[src/rtl/light_monitor.sv]
// Passive checker for a highway/country traffic-light controller: tracks the phase and flags illegal lights or timing.
// Latency: all outputs are registered one cycle after the sampled light/car. Backpressure: none, observe-only.
module light_monitor #(
    parameter int YELLOW_MIN = 3,
    parameter int YELLOW_MAX = 8,
    parameter int WAIT_MAX   = 64,
    parameter int CNT_W      = 8
) (
    input  logic       clk,
    input  logic       rst,
    input  logic       car,
    input  logic [5:0] light,
    input  logic       clear,
    output logic [2:0] phase,
    output logic       fault,
    output logic [2:0] fault_code,
    output logic [7:0] err_count
);

    typedef enum logic [2:0] {
        IDLE = 3'd0, HG = 3'd1, HY = 3'd2, AR_C = 3'd3, CG = 3'd4, CY = 3'd5, AR_H = 3'd6
    } state_t;

    typedef enum logic [2:0] {P_HG, P_HY, P_CG, P_CY, P_AR, P_BAD} pat_t;

    localparam logic [CNT_W-1:0] CNT_MAX = '1;
    localparam logic [CNT_W-1:0] Y_MIN   = CNT_W'(YELLOW_MIN);
    localparam logic [CNT_W-1:0] Y_MAX   = CNT_W'(YELLOW_MAX);
    localparam logic [CNT_W-1:0] W_MAX   = CNT_W'(WAIT_MAX);

    state_t           state, state_nxt;
    pat_t             pat, cur_pat;
    logic [CNT_W-1:0] dwell, dwell_nxt, wait_cnt, wait_nxt;
    logic             starved, starved_nxt;
    logic             ill_pat, ill_trans, stay, yellow, in_hg;
    logic             yel_short, yel_long, starve, evt;
    logic [2:0]       code;

    // light = {ctry g,y,r, hw g,y,r}
    always_comb begin
        case (light)
            6'b001100: pat = P_HG;
            6'b001010: pat = P_HY;
            6'b100001: pat = P_CG;
            6'b010001: pat = P_CY;
            6'b001001: pat = P_AR;
            default:   pat = P_BAD;
        endcase
    end

    always_comb begin
        case (state)
            HG:          cur_pat = P_HG;
            HY:          cur_pat = P_HY;
            CG:          cur_pat = P_CG;
            CY:          cur_pat = P_CY;
            AR_C, AR_H:  cur_pat = P_AR;
            default:     cur_pat = P_BAD;
        endcase
    end

    always_ff @(posedge clk or posedge rst) begin
        if (rst) begin
            state    <= IDLE;
            dwell    <= '0;
            wait_cnt <= '0;
            starved  <= 1'b0;
        end else begin
            state    <= state_nxt;
            dwell    <= dwell_nxt;
            wait_cnt <= wait_nxt;
            starved  <= starved_nxt;
        end
    end

    always_comb begin
        state_nxt = state;
        ill_pat   = 1'b0;
        ill_trans = 1'b0;
        if (pat == P_BAD) begin
            ill_pat   = 1'b1;
            state_nxt = IDLE;
        end else if (state == IDLE) begin
            if (pat == P_HG)      state_nxt = HG;
            else if (pat == P_CG) state_nxt = CG;
        end else if (pat != cur_pat) begin
            ill_trans = 1'b1;
            case (state)
                HG:   if (pat == P_HY) begin state_nxt = HY; ill_trans = 1'b0; end
                HY:   if (pat == P_AR) begin state_nxt = AR_C; ill_trans = 1'b0; end
                      else if (pat == P_CG) begin state_nxt = CG; ill_trans = 1'b0; end
                AR_C: if (pat == P_CG) begin state_nxt = CG; ill_trans = 1'b0; end
                CG:   if (pat == P_CY) begin state_nxt = CY; ill_trans = 1'b0; end
                CY:   if (pat == P_AR) begin state_nxt = AR_H; ill_trans = 1'b0; end
                      else if (pat == P_HG) begin state_nxt = HG; ill_trans = 1'b0; end
                AR_H: if (pat == P_HG) begin state_nxt = HG; ill_trans = 1'b0; end
                default: ;
            endcase
            if (ill_trans) state_nxt = IDLE;
        end

        stay      = (state_nxt == state);
        yellow    = (state == HY) || (state == CY);
        in_hg     = (state == HG) && stay;
        dwell_nxt = stay ? ((dwell == CNT_MAX) ? dwell : dwell + 1'b1) : {{(CNT_W-1){1'b0}}, 1'b1};
        yel_short = yellow && !stay && (dwell < Y_MIN);
        // dwell == YELLOW_MAX now means the new value hits YELLOW_MAX+1; happens once per phase
        yel_long  = yellow && stay && (dwell == Y_MAX);
        wait_nxt  = (in_hg && car) ? ((wait_cnt == CNT_MAX) ? wait_cnt : wait_cnt + 1'b1) : '0;
        starve    = in_hg && car && (wait_nxt == W_MAX) && !starved;
        starved_nxt = in_hg ? (starved || starve) : 1'b0;

        evt  = 1'b1;
        if (ill_pat)        code = 3'd1;
        else if (ill_trans) code = 3'd2;
        else if (yel_short) code = 3'd3;
        else if (yel_long)  code = 3'd4;
        else if (starve)    code = 3'd6;
        else begin
            code = 3'd0;
            evt  = 1'b0;
        end
    end

    always_comb phase = state;

    always_ff @(posedge clk or posedge rst) begin
        if (rst) begin
            fault      <= 1'b0;
            fault_code <= 3'd0;
            err_count  <= 8'd0;
        end else if (clear) begin
            fault      <= 1'b0;
            fault_code <= 3'd0;
            err_count  <= 8'd0;
        end else if (evt) begin
            fault <= 1'b1;
            if (!fault) fault_code <= code;
            if (err_count != 8'hFF) err_count <= err_count + 8'd1;
        end
    end

endmodule

[config.mk]
export PLATFORM = sky130hd
export DESIGN_NAME = light_monitor
export DESIGN_NICKNAME = d
export VERILOG_FILES = /design/src/rtl/light_monitor.sv
export SDC_FILE = /design/constraint.sdc
export NUM_CORES = 1
export LEC_CHECK = 0
export BUFFER_PORTS_ARGS = -buffer_cell sky130_fd_sc_hd__buf_2
export CAP_MARGIN = 5
export CORE_MARGIN = 2
export CORE_UTILIZATION = 50
export CTS_BUF_LIST = sky130_fd_sc_hd__clkbuf_16
export CTS_CLUSTER_DIAMETER = 60
export DETAILED_ROUTE_END_ITERATION = 7
export PLACE_DENSITY = 0.74
export RECOVER_POWER = 100
export SLEW_MARGIN = 20
export SYNTH_ARGS = -nofsm -noshare
export SYNTH_HDL_FRONTEND = slang
export SYNTH_SLANG_ARGS = --single-unit
export TNS_END_PERCENT = 1
[constraint.sdc]
create_clock -name clk -period 3.8 [get_ports clk]
set_input_delay 0.38 -clock clk [delete_from_list [all_inputs] [get_ports clk]]
set_output_delay 0.38 -clock clk [all_outputs]
set_load 0.05 [all_outputs]
Word level (Yosys, flattened, before mapping)
Cells that the tools add are included.
{ "word_totals": {"out_inout_bits": 15, "inputBits": 10, "reg_bits": 32} }
{ "classes": {"n_reduce_logical": 19, "eq_ne": 25, "addsub": 3, "n_mux": 51, "magnitude_cmp": 1} }
{ "ops": {"columns": ["operator", "count"], "rows": [
  ["2-to-1 mux 3 bit", 19],
  ["2-to-1 mux 8 bit", 7],
  ["one-hot mux 3 bit (5 select lines)", 2],
  ["adder 8 x 1 -> 8 bit (second input constant)", 3],
  ["2-to-1 mux 1 bit", 21],
  ["equality test 6 x 4 -> 1 bit (second input constant)", 3],
  ["one-hot mux 3 bit (6 select lines)", 1],
  ["equality test 8 bit (second input constant)", 2],
  ["equality test 3 bit (second input constant)", 5],
  ["equality test 3 x 2 -> 1 bit (second input constant)", 4],
  ["equality test 8 x 4 -> 1 bit (second input constant)", 1],
  ["equality test 8 x 7 -> 1 bit (second input constant)", 1],
  ["logical AND 1 bit", 8],
  ["less-than comparator 8 x 2 -> 1 bit (second input constant)", 1],
  ["inequality test 8 bit (second input constant)", 1],
  ["equality test 3 x 1 -> 1 bit (second input constant)", 2],
  ["equality test 6 x 5 -> 1 bit (second input constant)", 1],
  ["equality test 6 bit (second input constant)", 1],
  ["logical NOT 3 bit", 2],
  ["one-hot mux 1 bit (6 select lines)", 1],
  ["inequality test 2 bit (second input constant)", 2],
  ["AND reduction 2 bit", 2],
  ["nonzero test 2 bit", 2],
  ["equality test 3 bit", 1],
  ["4 further kinds", 6]
]} }

Longest topological paths before layout
Gate-level depths: netlist of the first run.
{ "logic_depth": {"depth_word": 28, "depth_mapped": 13, "ltp_nobuf": 11} }

Least setup slack after synthesis of the first run
Ideal clock, no wire load.
{ "synth_timing": {"path_type": "reg-to-reg", "startpoint": "register state[1] (netlist: phase[1])", "endpoint": "register err_count[7]", "path_stages_with_launch": 11, "setup_ns": 0.078, "required_time_ns": 3.722, "t_arrival_ns": 3.161, "slack_ns": 0.561, "cell_sequence": "dfrtp_1 > buf_1 > clkbuf_1 > nor2_1 > o32a_1 > o21ai_0 > o211ai_2 > o311ai_4 > o21ai_4 > or4_1 > a21oi_1"} }
{ "synth_between": {"elab_chain_cells": 23, "word_cells_on_any_way": 49} }
{ "synth_lines": {"columns": ["element", "line_no", "text"], "rows": [
  ["start: declaration", "31", "state_t state, state_nxt;"],
  ["start signal: assignment", "69", "state <= state_nxt;"],
  ["equality test 3 bit (tied with other cells)", "52, 88", null],
  ["one-hot mux 1 bit (6 select lines)", "88", "case (state)"],
  ["2-to-1 mux 1 bit", "86", "end else if (pat != cur_pat) begin"],
  ["2-to-1 mux 1 bit", "83", "end else if (state == IDLE) begin"],
  ["2-to-1 mux 1 bit", "80", "if (pat == P_BAD) begin"],
  ["2-to-1 mux 3 bit", "99", "if (ill_trans) state_nxt = IDLE;"],
  ["2-to-1 mux 3 bit", "86", null],
  ["2-to-1 mux 3 bit", "83", null],
  ["(+6 left out)", null, null],
  ["logical AND 1 bit (2 in series)", "110", "starve = in_hg && car && (wait_nxt == W_MAX) && !starved;"],
  ["2-to-1 mux 1 bit", "118", "else if (starve) code = 3'd6;"],
  ["2-to-1 mux 1 bit", "117", "else if (yel_long) code = 3'd4;"],
  ["2-to-1 mux 1 bit", "116", "else if (yel_short) code = 3'd3;"],
  ["2-to-1 mux 1 bit *", "115", "else if (ill_trans) code = 3'd2;"],
  ["2-to-1 mux 1 bit *", "114", "if (ill_pat) code = 3'd1;"],
  ["nonzero test 2 bit (no source line) *", null, null],
  ["AND reduction 2 bit (no source line) *", null, null],
  ["end signal: assignment", "139", "if (err_count != 8'hFF) err_count <= err_count + 8'd1;"],
  ["end: declaration", "17", "output logic [7:0] err_count"]
]} }
Mark *: on every way between the ends. The rest lies on a longest branch, timed or not. The select of a mux whose other input is x is not followed.
A chain may end at the register's enable or synchronous reset.

Final worst setup path of the first run
{ "layout_timing": {"startpoint": "input port light[2]", "endpoint": "register err_count[7]"} }
{ "layout_between": {"elab_chain_cells": 27, "word_cells_on_any_way": 58} }
{ "layout_lines": {"columns": ["element", "line_no", "text"], "rows": [
  ["start: declaration", "12", "input logic [5:0] light,"],
  ["equality test 6 x 4 -> 1 bit (tied with other cells)", "41", "case (light)"],
  ["one-hot mux 3 bit (5 select lines) *", "41", null],
  ["equality test 3 x 2 -> 1 bit / logical NOT 3 bit (equally long branches)", null, null],
  ["2-to-1 mux 1 bit (on tied branches)", null, null],
  ["2-to-1 mux 1 bit (on tied branches)", "90, 94", null],
  ["one-hot mux 1 bit (6 select lines)", "88", null],
  ["2-to-1 mux 1 bit", "86", null],
  ["2-to-1 mux 1 bit", "83", null],
  ["(+10 left out)", null, null],
  ["logical AND 1 bit (2 in series)", "110", null],
  ["2-to-1 mux 1 bit", "118", null],
  ["2-to-1 mux 1 bit", "117", null],
  ["2-to-1 mux 1 bit", "116", null],
  ["2-to-1 mux 1 bit", "115", null],
  ["2-to-1 mux 1 bit *", "114", null],
  ["nonzero test 2 bit (no source line) *", null, null],
  ["AND reduction 2 bit (no source line) *", null, null]
]} }
Marks and branches as above.

==> flow_summary.json, run 1 <==
{
  "outcome": "complete, but fails checks",
  "violations": "max-capacitance violations",
  "postPlaceCellArea_um2": 2740,
  "design.core.area_um2": 5010,
  "final-hold-violation-count": 0,
  "rrSetupSlack_ps": 540,
  "final_common_cell": "nor2_1",
  "drive_gt1_share_pct": 12.0,
  "p_total_mw": 0.998,
  "syn_nets": 324,
  "synth-edff-count": 0,
  "timing.hold.ws_ps": 3.30,
  "nets": 346,
  "finalSetupTns_ps": 0,
  "vias_per_cell": 5.95,
  "dp_cells": 395,
  "drt_pass1_iterations": 4,
  "drtIter0Drc": 155,
  "path_depth": 11,
  "grtUsageTotal_pct": 22.6,
  "avgSynthCellArea_um2": 8.24,
  "synth_ff_type": "dfrtp_1",
  "cp.arrival_ps": 3650,
  "antenna_cells_inserted": 0,
  "r2r-end": "err_count[7]$_DFFE_PP0P_",
  "cts_root_buffer": "clkbuf_16",
  "cts_tree": "done",
  "period_share_pct": 90.8,
  "drc": 0,
  "irDropWorstVdd_uv": 356,
  "async_flop_share_pct": 100,
  "cts_max_level": 2,
  "cap_violations": 1,
  "first_global_vias": 2162,
  "cp_max_fo": 10,
  "most-common-layout-cells": "45 x nor2_1, 32 x dfrtp_1, 21 x a21oi_1",
  "maxClockFrequency_mhz": 290,
  "drv_slew": 0,
  "gr-total-overflow": 0,
  "r2r-start": "phase[0]$_DFF_PP0_",
  "post_cts_buffers": 0,
  "synthCells": 310,
  "p_leak_nw": 1.14,
  "io_pins": 25,
  "via_count": 2398,
  "hold_class": "in -> async",
  "clock_latency_ps": 280,
  "cts_resized": 0,
  "yosysSeqAreaShare_pct": 31.4,
  "r2r.worst_path.cells": 9,
  "gp_congestion": 0.901,
  "cpPeakStageDelay_ps": 740,
  "end_kind": "flop",
  "relSlewSlack_pct": 0.465,
  "grt_pass1_wl_mm": 9.92,
  "clock_sinks": 32,
  "dieWidth_um": 75.5,
  "synthesis.area_um2": 2550,
  "postRouteAntennaNets": 0,
  "worstPathRequired_ps": 4000,
  "rows": 26,
  "grt_antenna_before_repair": 0,
  "min_period_ps": 3450,
  "crit_chain": "clkbuf_1 > or4b_1 > nor3b_4 > o22ai_2 > or2_0 > o21bai_1 > a31oi_4 > o311ai_4 > o21ai_4 > or4_1 > a21oi_1",
  "skew_ps": 2.51,
  "io_buffers": 24,
  "tightest_slew_ps": 1490,
  "dieArea_um2": 5690,
  "initial_core_util_pct": 51.0,
  "power_density_nw_per_um2": 351,
  "clk_path_buf_depth": 2,
  "clk_pin_slew_ps": 50,
  "syn2layout_area_growth_pct": 11.4,
  "critPathLaunchType": "primary input",
  "setup_viol": 0,
  "wl_per_cell_um": 14.7,
  "final_cells": 403,
  "rsz0062_at_grt": "no",
  "critPathSlowestCell": "or4b_1",
  "wl_mm": 5.90,
  "cts_made_buffers": 5,
  "crit_buf_inv": 1,
  "fp.dieH_um": 75.5,
  "cp_top_family": "simple AND/OR/NAND/NOR gates",
  "stdcell_area_um2": 2840,
  "ys.warnings.count": 0,
  "grt_max_degree": 28,
  "critPathKind": "in -> reg",
  "cts_hold_buf": 0,
  "synth-seq-cells": 32,
  "place_hpwl_mm": 4.24,
  "ys_types": 70
}
final cells by class:
cell class / instances / area [um2]
clock buffers: 5 / 125
clock inverters: 3 / 15.0
fillers: 477 / 2170
inverters: 10 / 37.5
multi-input cells: 253 / 1640
flip-flops and latches: 32 / 801
well taps: 70 / 87.6
repair buffers: 30 / 138
logic make-up (layout without fill, tap and decap cells):
family	count (synthesis)	after routing	share of synthesized area, %
AO/OA/AOI/OAI	82	82	24.3
XOR/XNOR	14	14	4.80
adder cells (fa/ha/maj)	4	4	1.96
buffers and inverters	25	48	4.26
flip-flops	32	32	31.4
multiplexers	5	5	2.06
AND/OR/NAND/NOR	148	148	31.3
worst max path at each step:
stage | slack [ps] | startpoint | to
CTS | 520 | light[2] | err_count[7]$_DFFE_PP0P_
finish | 350 | light[2] | err_count[7]$_DFFE_PP0P_
global route | 210 | light[2] | err_count[7]$_DFFE_PP0P_
global placement | 330 | light[2] | err_count[7]$_DFFE_PP0P_
detailed placement | 260 | light[2] | err_count[7]$_DFFE_PP0P_
floorplan | 560 | phase[1]$_DFF_PP0_ | err_count[7]$_DFFE_PP0P_
metal layers:
layer	track usage [%]	up-vias	share of wire, %
met1	32.6	1137	48
met4	6.82	0	1.6
met5	0	-	0
met2	34.8	66	47
li1	-	1185	-
met3	3.97	10	4.0
synthesized netlist by cell type (all sizes together), types with 5 or more instances:
| master | instances | area share, % |
|---|---|---|
| a211oi | 7 | 2.1 |
| a21oi | 21 | 4.1 |
| and3 | 7 | 1.7 |
| buf | 5 | 1.2 |
| clkbuf | 10 | 1.6 |
| dfrtp | 32 | 31 |
| inv | 10 | 1.5 |
| nand2 | 17 | 2.8 |
| nand2b | 7 | 1.7 |
| nand3 | 16 | 3.1 |
| nor2 | 45 | 6.6 |
| nor2b | 7 | 1.7 |
| nor3 | 15 | 3.3 |
| nor3b | 5 | 2.1 |
| o211ai | 5 | 1.9 |
| o21ai | 16 | 3.6 |
| or2 | 7 | 1.7 |
| or3 | 6 | 1.5 |
| xnor2 | 7 | 2.4 |
| xor2 | 7 | 2.4 |
flip-flops by register name, summed over array words and instances, names as in the netlist:
| register | cells |
|---|---|
| fault_code | 3 |
| err_count | 8 |
| dwell | 8 |
| wait_cnt | 8 |
| starved | 1 |
| fault | 1 |
| phase | 3 |
where the power goes:
group	internal (mW)	total (mW)	leakage [nW]	switching (mW)
clock network	0.238	0.383	0.0687	0.145
logic	0.0731	0.188	0.642	0.115
registers	0.382	0.427	0.430	0.0456
metrics by stage:
stage / utilization, % / setup WS (ps)
finish: 56.8 / 351
global route: 56.8 / 208
detailed placement: 54.6 / 259
CTS: 57.4 / 518
floorplan: - / 561
global placement: 54.6 / 328
Power figures use the tool's default switching activity.
==> inputs of run 2 (changes only) <==
--- a/config.mk
+++ b/config.mk
@@ -7,7 +7,7 @@
 export LEC_CHECK = 0
 export BUFFER_PORTS_ARGS = -buffer_cell sky130_fd_sc_hd__buf_2
 export CAP_MARGIN = 5
-export CORE_MARGIN = 2
+export CORE_MARGIN = 5
 export CORE_UTILIZATION = 50
 export CTS_BUF_LIST = sky130_fd_sc_hd__clkbuf_16
 export CTS_CLUSTER_DIAMETER = 60
==> constraint.sdc (replaced) <==
create_clock -name clk -period 3.8 [get_ports clk]
set_input_delay 0.76 -clock clk [delete_from_list [all_inputs] [get_ports clk]]
set_output_delay 0.76 -clock clk [all_outputs]
set_load 0.05 [all_outputs]
==> run 2 against run 1 <==
  * The flow now finishes without violations
  * Cell area up 4.1%
  * Maximum frequency down 3.2%
  * Routed wire length grew 3.7%
  * Via count grew 0.25%
  * Combinational power is 3% higher
  * Total power increased by 8.2%
  * Critical path type unchanged
  * Largest cell class unchanged
  * Largest power group is now clock
  * Highest routed layer unchanged
==> flow_summary.json, run 2 (same netlist as run 1, synthesis figures left out) <==
{
  "outcome": "finished clean",
  "grtUsageTotal_pct": 19.4,
  "min_period_ps": 3560,
  "clk_path_buf_depth": 2,
  "r2r-end": "err_count[1]$_DFFE_PP0P_",
  "rows": 26,
  "drc": 0,
  "hold_class": "in -> async",
  "grt_antenna_before_repair": 0,
  "multi_input_area_um2": 1640,
  "layout.area.seq_um2": 801,
  "maxClockFrequency_mhz": 281,
  "clk_pin_slew_ps": 60,
  "period_share_pct": 93.8,
  "critPathSlowestCell": "or4b_1",
  "rrSetupSlack_ps": 530,
  "cts_max_level": 2,
  "power_density_nw_per_um2": 365,
  "grt_max_degree": 27,
  "first_global_vias": 2202,
  "cts_hold_buf": 0,
  "dieArea_um2": 6640,
  "cts_resized": 0,
  "initial_core_util_pct": 50.6,
  "cp_max_fo": 6,
  "drtIter0Drc": 131,
  "cp.arrival_ps": 3770,
  "final_common_cell": "nor2_1",
  "nets": 360,
  "cts_tree": "done",
  "post_cts_buffers": 0,
  "rsz0062_at_grt": "no",
  "cap_violations": 0,
  "wl_mm": 6.12,
  "fp.dieH_um": 81.5,
  "via_count": 2404,
  "crit_chain": "clkbuf_1 > or4b_1 > nor3b_4 > o22ai_2 > or2_0 > o21bai_2 > a31oi_4 > o311ai_4 > o21ai_4 > or4_1 > a21oi_1",
  "n_fill_cell": 449,
  "worstPathRequired_ps": 4010,
  "dieWidth_um": 81.5,
  "final-hold-violation-count": 0,
  "most-common-layout-cells": "45 x nor2_1, 32 x dfrtp_1, 23 x clkbuf_1",
  "r2r.worst_path.cells": 12,
  "p_total_mw": 1.08,
  "critPathKind": "in -> reg",
  "drive_gt1_share_pct": 15.0,
  "r2r-start": "wait_cnt[0]$_DFF_PP0_",
  "grt_pass1_wl_mm": 10.1,
  "vias_per_cell": 5.76,
  "gr-total-overflow": 0,
  "drv_slew": 0,
  "wl_per_cell_um": 14.7,
  "timing.hold.ws_ps": 563,
  "io_buffers": 24,
  "clock_latency_ps": 280,
  "cts_root_buffer": "clkbuf_16",
  "tightest_slew_ps": 913,
  "p_leak_nw": 1.20,
  "place_hpwl_mm": 4.56,
  "crit_start": "light[3]",
  "design.core.area_um2": 5040,
  "antenna_cells_inserted": 0,
  "reg_top3": "dwell x8, err_count x8, wait_cnt x8",
  "io_pins": 25,
  "cpPeakStageDelay_ps": 670,
  "end_kind": "flop",
  "setup_viol": 0,
  "gp_congestion": 0.877,
  "postRouteAntennaNets": 0,
  "relSlewSlack_pct": 38.8,
  "cts_made_buffers": 5,
  "syn2layout_area_growth_pct": 16.0,
  "clock_sinks": 32,
  "irDropWorstVdd_uv": 408,
  "critPathLaunchType": "primary input",
  "skew_ps": 6.72,
  "drt_pass1_iterations": 4
}
[run 2: changes by cell type in the layout (fill, tap and decap cells not counted), sizes merged]
cell,change
inv,-2
clkbuf,+5
bufinv,+1
buf,+9
clkinv,+1
[run 2: area by class of cell]
type	instances	area share [%]
multi-input combinational	253	55.5
sequential	32	27.0
timing repair buffer	44	7.56
clock buffer	5	4.22
tap	70	2.96
clock inverter	3	1.44
inverter	10	1.27
[run 2: per-layer routing]
| layer | vias up | GRT usage (%) | part of all wire (%) |
|---|---|---|---|
| met5 | - | 0 | 0 |
| met4 | 0 | 5.24 | 1.0 |
| met3 | 7 | 3.40 | 4.3 |
| met2 | 55 | 31.7 | 47 |
| met1 | 1129 | 26.3 | 47 |
| li1 | 1213 | - | - |
[run 2: how the worst max path moves through the flow]
| stage | to |
|---|---|
| 6_report | err_count[7]$_DFFE_PP0P_ |
| 4_1_cts | err_count[7]$_DFFE_PP0P_ |
| 3_5_place_dp | err_count[7]$_DFFE_PP0P_ |
| 2_1_floorplan | err_count[7]$_DFFE_PP0P_ |
| 5_1_grt | err_count[7]$_DFFE_PP0P_ |
| 3_3_place_gp | err_count[7]$_DFFE_PP0P_ |
[run 2: critical path, delay by kind of cell]
family	cells	cell delay [ps]
buffers and inverters	1	130
AND/OR/NAND/NOR	4	1730
AO/OA/AOI/OAI	6	1150
[run 2: per-stage QoR]
stage / cell area (um2) / setup TNS [ps] / setup WS (ps) / util, % / instances
after floorplan: 2550 / 0 / 210 / - / 310
after global placement: 2840 / 0 / 34.0 / 56.3 / 409
after detailed placement: 2840 / -25.1 / -25.1 / 56.3 / 409
after CTS: 3010 / 0 / 259 / 59.7 / 417
after global routing: 2960 / 0 / 90.9 / 58.7 / 417
final: 2960 / 0 / 237 / 58.7 / 417
[run 2: where the power goes]
| part | total (mW) | switching (mW) | internal, mW |
|---|---|---|---|
| combinational | 0.193 | 0.116 | 0.0769 |
| sequential | 0.432 | 0.0499 | 0.382 |
| clock | 0.455 | 0.147 | 0.308 |
| total | 1.08 | 0.313 | 0.766 |
==> inputs of run 3 (changes only) <==
--- a/config.mk
+++ b/config.mk
@@ -18,4 +18,3 @@
 export SYNTH_ARGS = -nofsm -noshare
 export SYNTH_HDL_FRONTEND = slang
 export SYNTH_SLANG_ARGS = --single-unit
-export TNS_END_PERCENT = 1
==> constraint.sdc (replaced) <==
create_clock -name clk -period 3.5 [get_ports clk]
set_input_delay 0.7 -clock clk [delete_from_list [all_inputs] [get_ports clk]]
set_output_delay 0.7 -clock clk [all_outputs]
set_load 0.05 [all_outputs]
==> run 3 against run 2 <==
  * Total power is 9.5% higher
  * Critical path depth is 1 higher
  * Die area unchanged
  * First-iteration DRC count is 56% higher
  * Cell count rose by 6.5%
  * Sequential power increased by 8.1%
==> flow_summary.json, run 3 (same netlist as run 1, synthesis figures left out) <==
{
  "via_count": 2585,
  "cap_violations": 0,
  "worstPathRequired_ps": 3700,
  "drive_gt1_share_pct": 24.1,
  "dp_cells": 435,
  "design.core.area_um2": 5040,
  "initial_core_util_pct": 50.6,
  "first_global_vias": 2470,
  "gr-total-overflow": 0,
  "io_pins": 25,
  "cts_tree": "done",
  "final_common_cell": "buf_4",
  "syn2layout_area_growth_pct": 25.5,
  "grt_pass1_wl_mm": 11.0,
  "grtUsageTotal_pct": 21.4,
  "grt_antenna_before_repair": 0,
  "layout.area.seq_um2": 801,
  "vias_per_cell": 5.82,
  "cts_root_buffer": "clkbuf_16",
  "cts_max_level": 2,
  "tightest_slew_ps": 814,
  "grt_max_degree": 18,
  "dieArea_um2": 6640,
  "clock_sinks": 32,
  "postRouteAntennaNets": 0,
  "nets": 387,
  "antenna_cells_inserted": 0,
  "irDropWorstVdd_uv": 402,
  "critPathLaunchType": "primary input",
  "hold_class": "in -> async",
  "final-hold-violation-count": 0,
  "skew_ps": 5.19,
  "min_period_ps": 3370,
  "setup_viol": 0,
  "rows": 26,
  "timing.hold.ws_ps": 502,
  "power_density_nw_per_um2": 369,
  "rsz0062_at_grt": "yes",
  "cp.arrival_ps": 3570,
  "maxClockFrequency_mhz": 297,
  "period_share_pct": 96.3,
  "final_cells": 444,
  "drtIter0Drc": 205,
  "gp_congestion": 0.894,
  "wl_per_cell_um": 15.1,
  "drc": 0,
  "n_fill_cell": 439,
  "clk_path_buf_depth": 2,
  "p_leak_nw": 1.38,
  "fp.dieH_um": 81.5,
  "relSlewSlack_pct": 45.7,
  "most-common-layout-cells": "46 x buf_4, 45 x nor2_1, 32 x dfrtp_1",
  "clk_pin_slew_ps": 50,
  "clock_latency_ps": 280,
  "drt_pass1_iterations": 4,
  "io_buffers": 24,
  "drv_slew": 0,
  "cts_made_buffers": 5,
  "multi_input_area_um2": 1660,
  "cp_max_fo": 5,
  "dieWidth_um": 81.5,
  "place_hpwl_mm": 4.90,
  "outcome": "finished clean",
  "reg_top3": "dwell x8, err_count x8, wait_cnt x8",
  "end_kind": "flop",
  "wl_mm": 6.69,
  "critPathKind": "in -> reg"
}
## run 3: cell types whose count changed in the layout (fill, tap and decap cells not counted), moves of 2 or more
cell | before | now
inv_1 | 9 | 11
clkbuf_1 | 23 | 15
buf_2 | 8 | 10
or3b_4 | 0 | 2
buf_4 | 13 | 46
## run 3: worst max-delay path, stage by stage
cell and delay (ps):
buf_2 130, or4b_4 600, nor3b_4 270, o22ai_2 140, or2_0 230, o21bai_2 180
a31oi_4 140, o311ai_4 400, buf_4 170, o211ai_1 110, or3_1 350, a21oi_1 150
## run 3: timing repair
item | 4_1_cts | 5_1_grt
hold buffers | 0 | 0
buffers inserted | 0 | 1
resized for setup | 0 | 5
setup endpoints to repair | 0 | 4
hold endpoints to repair | 0 | 0
## run 3: cell type report
type | instances | share of cell area (%)
inverter | 10 | 1.17
multi-input combinational | 253 | 51.9
sequential | 32 | 25.0
tap | 70 | 2.73
timing repair buffer | 71 | 14.1
clock buffer | 5 | 3.90
clock inverter | 3 | 1.21
## run 3: where the power goes
part	internal, mW	switching [mW]
Clock	0.331	0.157
Sequential	0.415	0.0523
Combinational	0.0964	0.130
## run 3: worst paths after layout
| path | start | to | slack [ps] | cells past startpoint |
|---|---|---|---|---|
| worst max register to register | phase[0]$_DFF_PP0_ | err_count[2]$_DFFE_PP0P_ | 390 | 13 |
| worst max-delay path | light[2] | err_count[4]$_DFFE_PP0P_ | 130 | 12 |
| worst min-delay path | rst | err_count[0]$_DFFE_PP0P_ | 500 | 2 |
| worst min register to register | fault_code[2]$_DFFE_PP0P_ | fault_code[2]$_DFFE_PP0P_ | 570 | 2 |
| min in group clk | fault_code[2]$_DFFE_PP0P_ | fault_code[2]$_DFFE_PP0P_ | 570 | 2 |
| max in group asynchronous | rst | fault$_DFFE_PP0P_ | 1860 | 3 |
## run 3: stage by stage
step                      setup TNS (ps)  utilization, %  area (um2)  worst slack [ps]  total power [mW]
after CTS                              0            63.5        3200               110              1.18
after floorplan                        0               -        2560              4.69             0.620
after global routing                -126            63.5        3200             -46.7              1.23
after global placement              -270            60.3        3040             -79.1             0.679
final                                  0            63.5        3200               129              1.18
after detailed placement            -604            60.3        3040              -183             0.693
## run 3: metal layers
layer / vias to the layer above / wire length [um] / global-route usage (%)
li1: 1273 / - / -
met1: 1242 / 2990 / 26.7
met2: 57 / 3300 / 36.9
met3: 13 / 287 / 3.73
met4: 0 / 118 / 7.94
met5: - / 0 / 0
